$ cat src/rtl/mips_debug_pkg.sv
// Shared constants and state encodings for the MIPS host debug controller.
package mips_debug_pkg;

  localparam logic [7:0] CMD_LOAD = 8'h01;
  localparam logic [7:0] CMD_RUN  = 8'h02;
  localparam logic [7:0] CMD_STEP = 8'h03;
  localparam logic [7:0] CMD_DUMP = 8'h04;
  localparam logic [7:0] CMD_HALT = 8'h05;

  localparam int NUM_REGS = 32;

  typedef enum logic [3:0] {
    ST_IDLE       = 4'd0,
    ST_LOAD_CNT   = 4'd1,
    ST_LOAD_BYTE  = 4'd2,
    ST_LOAD_WRITE = 4'd3,
    ST_RUN        = 4'd4,
    ST_STEP       = 4'd5,
    ST_DUMP_ADDR  = 4'd6,
    ST_DUMP_LATCH = 4'd7,
    ST_DUMP_SEND  = 4'd8
  } dbg_state_t;

  typedef enum logic [1:0] {
    SER_IDLE = 2'd0,
    SER_SEND = 2'd1,
    SER_WAIT = 2'd2
  } ser_state_t;

endpackage

$ cat src/rtl/debug_word_serializer.sv
// Emits one data word as bytes, MSB first, over a start/busy transmit handshake.
//
// state    | meaning
// SER_IDLE | waiting for a word to load
// SER_SEND | waiting for transmitter free, then issue one start pulse
// SER_WAIT | one-cycle gap so the transmitter can raise busy
module debug_word_serializer
  import mips_debug_pkg::*;
#(
  parameter int NB_DATA = 32,
  parameter int NB_BYTE = 8
) (
  input  logic               i_clk,
  input  logic               i_reset,
  input  logic               i_load,
  input  logic [NB_DATA-1:0] i_word,
  input  logic               i_tx_busy,
  output logic [NB_BYTE-1:0] o_tx_data,
  output logic               o_tx_start,
  output logic               o_done
);

  localparam int NUM_BYTES = NB_DATA / NB_BYTE;
  localparam int NB_CNT    = (NUM_BYTES > 1) ? $clog2(NUM_BYTES) : 1;

  ser_state_t          state;
  ser_state_t          state_nxt;
  logic [NB_DATA-1:0]  shift_reg;
  logic [NB_CNT-1:0]   byte_left;

  assign o_tx_data = shift_reg[NB_DATA-1 -: NB_BYTE];

  // State register, word shifter and remaining-byte down-counter
  always_ff @(posedge i_clk or posedge i_reset) begin
    if (i_reset) begin
      state     <= SER_IDLE;
      shift_reg <= '0;
      byte_left <= '0;
    end else begin
      state <= state_nxt;
      if (i_load && (state == SER_IDLE)) begin
        shift_reg <= i_word;
        byte_left <= NB_CNT'(NUM_BYTES - 1);
      end else if (o_tx_start) begin
        shift_reg <= {shift_reg[NB_DATA-NB_BYTE-1:0], {NB_BYTE{1'b0}}};
        if (byte_left != '0) byte_left <= byte_left - 1'b1;
      end
    end
  end

  // Next state and handshake outputs; the last start pulse doubles as done
  always_comb begin
    state_nxt  = state;
    o_tx_start = 1'b0;
    o_done     = 1'b0;
    case (state)
      SER_IDLE: if (i_load) state_nxt = SER_SEND;
      SER_SEND: begin
        if (!i_tx_busy) begin
          o_tx_start = 1'b1;
          if (byte_left == '0) begin
            o_done    = 1'b1;
            state_nxt = SER_IDLE;
          end else begin
            state_nxt = SER_WAIT;
          end
        end
      end
      SER_WAIT: state_nxt = SER_SEND;
      default:  state_nxt = SER_IDLE;
    endcase
  end

endmodule

$ cat src/rtl/mips_debug_unit.sv
// Host-side debug controller: program load, run/step/halt gating, register dump.
//
// state         | meaning
// ST_IDLE       | waiting for a command byte
// ST_LOAD_CNT   | waiting for instruction count N
// ST_LOAD_BYTE  | collecting 4 instruction bytes, MSB first
// ST_LOAD_WRITE | one-cycle instruction memory write
// ST_RUN        | pipeline enabled until HALT byte
// ST_STEP       | pipeline enabled for a single cycle
// ST_DUMP_ADDR  | present register index to the register file
// ST_DUMP_LATCH | register data valid, hand word to serializer
// ST_DUMP_SEND  | serializer streaming the 4 bytes of the word
module mips_debug_unit
  import mips_debug_pkg::*;
#(
  parameter int NB_ADDR = 32,
  parameter int NB_INST = 32,
  parameter int NB_DATA = 32,
  parameter int NB_REG  = 5,
  parameter int NB_BYTE = 8
) (
  input  logic               i_clk,
  input  logic               i_reset,
  input  logic [NB_BYTE-1:0] i_rx_data,
  input  logic               i_rx_valid,
  input  logic               i_tx_busy,
  output logic [NB_BYTE-1:0] o_tx_data,
  output logic               o_tx_start,
  output logic               o_write,
  output logic [NB_INST-1:0] o_instruction,
  output logic [NB_ADDR-1:0] o_address,
  output logic               o_enable,
  output logic [NB_REG-1:0]  o_address_read_debug,
  input  logic [NB_DATA-1:0] i_data_read_debug,
  output logic               o_busy
);

  dbg_state_t         state;
  dbg_state_t         state_nxt;
  logic [NB_INST-1:0] shift_reg;
  logic [1:0]         byte_left;
  logic [7:0]         word_idx;
  logic [7:0]         words_left;
  logic [NB_REG-1:0]  reg_idx;
  logic               ser_load;
  logic               ser_done;

  // Write strobe and enable decode straight from state so reset clears them at once
  assign o_write              = (state == ST_LOAD_WRITE);
  assign o_enable             = (state == ST_RUN) || (state == ST_STEP);
  assign o_busy               = (state != ST_IDLE);
  assign o_address_read_debug = reg_idx;
  assign ser_load             = (state == ST_DUMP_LATCH);

  // State register
  always_ff @(posedge i_clk or posedge i_reset) begin
    if (i_reset) state <= ST_IDLE;
    else         state <= state_nxt;
  end

  // Load datapath, word/byte counters and dump register index
  always_ff @(posedge i_clk or posedge i_reset) begin
    if (i_reset) begin
      shift_reg     <= '0;
      byte_left     <= '0;
      word_idx      <= '0;
      words_left    <= '0;
      reg_idx       <= '0;
      o_instruction <= '0;
      o_address     <= '0;
    end else begin
      case (state)
        ST_IDLE: begin
          if (i_rx_valid && (i_rx_data == CMD_LOAD)) word_idx <= '0;
          if (i_rx_valid && (i_rx_data == CMD_DUMP)) reg_idx  <= '0;
        end
        ST_LOAD_CNT: begin
          if (i_rx_valid) begin
            words_left <= i_rx_data;
            byte_left  <= 2'd3;
          end
        end
        ST_LOAD_BYTE: begin
          if (i_rx_valid) begin
            shift_reg <= {shift_reg[NB_INST-NB_BYTE-1:0], i_rx_data};
            if (byte_left == 2'd0) begin
              o_instruction <= {shift_reg[NB_INST-NB_BYTE-1:0], i_rx_data};
              o_address     <= NB_ADDR'({word_idx, 2'b00});
            end else begin
              byte_left <= byte_left - 2'd1;
            end
          end
        end
        ST_LOAD_WRITE: begin
          word_idx   <= word_idx + 8'd1;
          words_left <= words_left - 8'd1;
          byte_left  <= 2'd3;
        end
        ST_DUMP_SEND: begin
          if (ser_done && (reg_idx != NB_REG'(NUM_REGS - 1))) reg_idx <= reg_idx + 1'b1;
        end
        default: ;
      endcase
    end
  end

  // Next-state decode; bytes arriving in states that do not expect them are dropped
  always_comb begin
    state_nxt = state;
    case (state)
      ST_IDLE: begin
        if (i_rx_valid) begin
          case (i_rx_data)
            CMD_LOAD: state_nxt = ST_LOAD_CNT;
            CMD_RUN:  state_nxt = ST_RUN;
            CMD_STEP: state_nxt = ST_STEP;
            CMD_DUMP: state_nxt = ST_DUMP_ADDR;
            default:  state_nxt = ST_IDLE;
          endcase
        end
      end
      ST_LOAD_CNT: begin
        if (i_rx_valid) state_nxt = (i_rx_data == '0) ? ST_IDLE : ST_LOAD_BYTE;
      end
      ST_LOAD_BYTE: begin
        if (i_rx_valid && (byte_left == 2'd0)) state_nxt = ST_LOAD_WRITE;
      end
      ST_LOAD_WRITE: state_nxt = (words_left == 8'd1) ? ST_IDLE : ST_LOAD_BYTE;
      ST_RUN: begin
        if (i_rx_valid && (i_rx_data == CMD_HALT)) state_nxt = ST_IDLE;
      end
      ST_STEP:       state_nxt = ST_IDLE;
      ST_DUMP_ADDR:  state_nxt = ST_DUMP_LATCH;
      ST_DUMP_LATCH: state_nxt = ST_DUMP_SEND;
      ST_DUMP_SEND: begin
        if (ser_done) state_nxt = (reg_idx == NB_REG'(NUM_REGS - 1)) ? ST_IDLE : ST_DUMP_ADDR;
      end
      default: state_nxt = ST_IDLE;
    endcase
  end

  debug_word_serializer #(
    .NB_DATA(NB_DATA),
    .NB_BYTE(NB_BYTE)
  ) u_serializer (
    .i_clk      (i_clk),
    .i_reset    (i_reset),
    .i_load     (ser_load),
    .i_word     (i_data_read_debug),
    .i_tx_busy  (i_tx_busy),
    .o_tx_data  (o_tx_data),
    .o_tx_start (o_tx_start),
    .o_done     (ser_done)
  );

endmodule

$ cat config.mk
export PLATFORM = sky130hd
export DESIGN_NAME = mips_debug_unit
export DESIGN_NICKNAME = d
export VERILOG_FILES = /design/src/rtl/mips_debug_pkg.sv /design/src/rtl/debug_word_serializer.sv /design/src/rtl/mips_debug_unit.sv
export SDC_FILE = /design/constraint.sdc
export NUM_CORES = 1
export LEC_CHECK = 0
export BUFFER_PORTS_ARGS = -buffer_cell sky130_fd_sc_hd__clkbuf_2
export CORE_ASPECT_RATIO = 0.6
export CORE_MARGIN = 4
export CORE_UTILIZATION = 33
export CTS_CLUSTER_SIZE = 20
export DETAILED_ROUTE_END_ITERATION = 8
export GPL_TIMING_DRIVEN = 0
export MAX_ROUTING_LAYER = met4
export PLACE_DENSITY_LB_ADDON = 0.05
export REMOVE_ABC_BUFFERS = 1
export SYNTH_ARGS = -nofsm -noshare
export SYNTH_HDL_FRONTEND = slang
export SYNTH_SLANG_ARGS = --single-unit
export TNS_END_PERCENT = 30
$ cat constraint.sdc
create_clock -name i_clk -period 4 [get_ports i_clk]
set_input_delay 0 -clock i_clk [delete_from_list [all_inputs] [get_ports i_clk]]
set_output_delay 0 -clock i_clk [all_outputs]
set_load 0.01 [all_outputs]
==> results.md <==
* Commonest non-fill, non-tap cell in the layout: dfrtp_1
* Overall power at between 0.003 and 0.004 W
* WHS Path Cells at 2
* Ys async rst share at 100%
* Arr. time, crit path at 3.35 ns
* Multi-input gate area at about 0.0023 mm²
* Simple-Gate Fraction of Synth Area at between 10% and 20%
* Placed Instances at 810
* Total GRT Usage at around 15%
* Most frequent cells in the layout: 127 x dfrtp_1, 100 x clkbuf_2, 62 x mux2_2
* Die Ht at about 110 µm
* Core box area at ~0.017 mm²
* Worst reg-to-reg path cell count at 4
* Fin cells at ~880
* Vias at 4198
* Primary FF master, synth: dfrtp_1
* CTS tree: yes
* Die area at ~0.02 mm²
* Sequential share of the synthesized area at between 50% and 60%
* Initial Util at 34.0%
* Max-Cap Viols at 0
* Final GP Congestion at between 0.7 and 0.8
* Share of cells above drive strength 1 at between 30 and 40%
* Compound-Gate Fraction of Synth Area at between 10% and 20%
* DRC violation count after routing at 0
* Cell Area, Synth at 0.00588 mm²
* NumNets Final at 688
* Top Ports at around 130
* CP cell instances: or3b_2 -> clkinv_1 -> nor2_1 -> a21o_1
* Via density at ~4.8
* Initial DRC count at 260
* Worst skew pair latency at between 0.4 and 0.5 ns
* Fmax at 0.333 GHz
* Critical path endpoint category: flip-flop
* Final core utilization at 43.3%
* Clock sinks at around 130
* Final period util at between 70 and 80%
* Clock Skew at about 0.0084 ns
* H-tree depth at 4
* Hold Crit Class: in2reg
* Final wirelength at between 10 and 15 mm
* Total gr overflow at 0
* Synth cell types at between 60 and 70
* Maximum clock insertion buffer count at 2
* Num CTS Buffers at 17
* Final setup viols at 0
* Seq. cell area at roughly 0.0032 mm²
* Largest family of logic cells by synthesized area: multiplexers
* Reg clk slew, reported paths at around 0.05 ns
* TNS Setup at 0 ns
* CP required at approximately 4.4 ns
* Routed len/inst at between 15 and 20 µm
* Final slew viol count at 0
* Pre-antenna DRT Iters at 5
* Port Buffers at 100
* Multiplexer share of the synthesized area at about 15%
* # rows at 37
* Worst vdd ir at ~260 µV
* Worst slew margin at between 20 and 25%
* Syn. warnings at 0
* CTS root buf: clkbuf_16
* DP HPWL at 9.13 mm
* Max stage delay on crit path at 0.96 ns
* Syn Area/Cell at around 12 µm²
* Post-place instance area at roughly 0.0065 mm²
* CP Max Fanout at 26
* Post-CTS Setup Bufs at 0
* P&R area growth vs syn at 27.4%
* Seq cells post-synth at about 130
* Die width at 180 µm
* Post-route ant nets at 0
* Critical path startpoint category: flip-flop
* Post-Synth XOR/XNOR Area at less than 1%
* Critical-path top delay cell: nor2_1
* Fill count at about 1700
* Final Critical Period at between 2 and 3 ns
* Largest net degree at the start of global routing at about 90
* Unrepaired setup endpoints after global routing: false
* Status: completed
* Adder-Cell Fraction of Synth Area at around 1.5%
* Worst-Margin Slew at approximately 1.2 ns
* Leakage Power at around 3.8 nW
* PwrDens at between 400 and 500 mW/mm²
* Setup CP Type: reg2reg
* Vias in the first global route at 4329
* Cells after synthesis at approximately 510
* Number of synthesized flops with an enable pin at 0
* Hold Vio Cnt, Final at 0
* # diodes at 0
* Design area at roughly 0.0075 mm²
* Initial antenna violation count at 0
* First-pass GRT wire length at 23.1 mm
==> per-stage QoR <==
step | setup slack, ns | hold WS (ns)
5_1_grt | 0.652 | 0.0754
3_3_place_gp | -2.32 | 0.206
6_report | 1.00 | 0.0521
2_1_floorplan | -0.172 | 0.109
3_5_place_dp | 0.958 | 0.0204
4_1_cts | 0.935 | 0.0328
==> power by group <==
part / total (W) / internal, W / leakage [nW] / switching [W]
clock: 0.00158 / 0.000995 / 0.296 / 0.000582
combinational: 0.000445 / 0.000219 / 1.76 / 0.000226
sequential: 0.00157 / 0.00143 / 1.70 / 0.000145
==> repair_timing <==
action	4_1_cts	5_1_grt
resized for setup	0	0
hold endpoints to repair	89	0
hold buffers	42	0
==> routing by layer <==
layer,up-vias,GRT usage [%],part of all wire [%]
li1,2004,-,-
met5,-,-,0
met2,114,20.3,42
met1,2054,20.5,50
met4,0,6.24,2.1
met3,26,3.49,5.7
==> cell type report <==
cell class | instances | share of cell area (%)
sequential | 127 | 42.4
timing repair buffer | 147 | 13.5
clock inverter | 13 | 2.20
inverter | 16 | 0.868
clock buffer | 18 | 5.86
tap | 234 | 3.91
multi-input combinational | 328 | 31.3
==> Yosys cell counts, drive strengths merged (9+ instances only) <==
library cell,n,area share [%]
buf,42,5.1
inv,15,0.96
a21o,9,1.1
nor2,14,0.89
nand2,50,3.2
mux2i,18,3.1
mux2,62,12
a21oi,9,0.77
clkbuf,16,1.0
dfrtp,127,54
a22o,13,2.0
o21ai,41,3.5
==> worst max-delay path, delay by kind of cell (launching register included) <==
kind / cells / cell delay (ns)
compound gates: 1 / 0.22
flops: 1 / 0.44
simple gates: 2 / 1.37
buf+inv: 1 / 0.90
==> cell families after synthesis <==
kind of cell             Yosys count
AND/OR/NAND/NOR                  120
other                              1
XOR/XNOR                           4
flip-flops                       127
AO/OA/AOI/OAI                     93
buffers and inverters             75
multiplexers                      80
adder cells (fa/ha/maj)            7
==> final timing paths <==
check / endpoint / start / slack, ns
setup / recovery: u_serializer.shift_reg[28] / u_serializer.state[0] / 1.00
hold / removal: o_instruction[3] / i_rx_data[3] / 0.05
setup reg to reg: u_serializer.shift_reg[28] / u_serializer.state[0] / 1.00
hold reg to reg: u_serializer.shift_reg[31] / u_serializer.shift_reg[31] / 0.47
max in group asynchronous: shift_reg[5] / i_reset / 3.11
min in group asynchronous: u_serializer.shift_reg[0] / i_reset / 0.12
No activity file was read; power rests on OpenSTA's default activity.
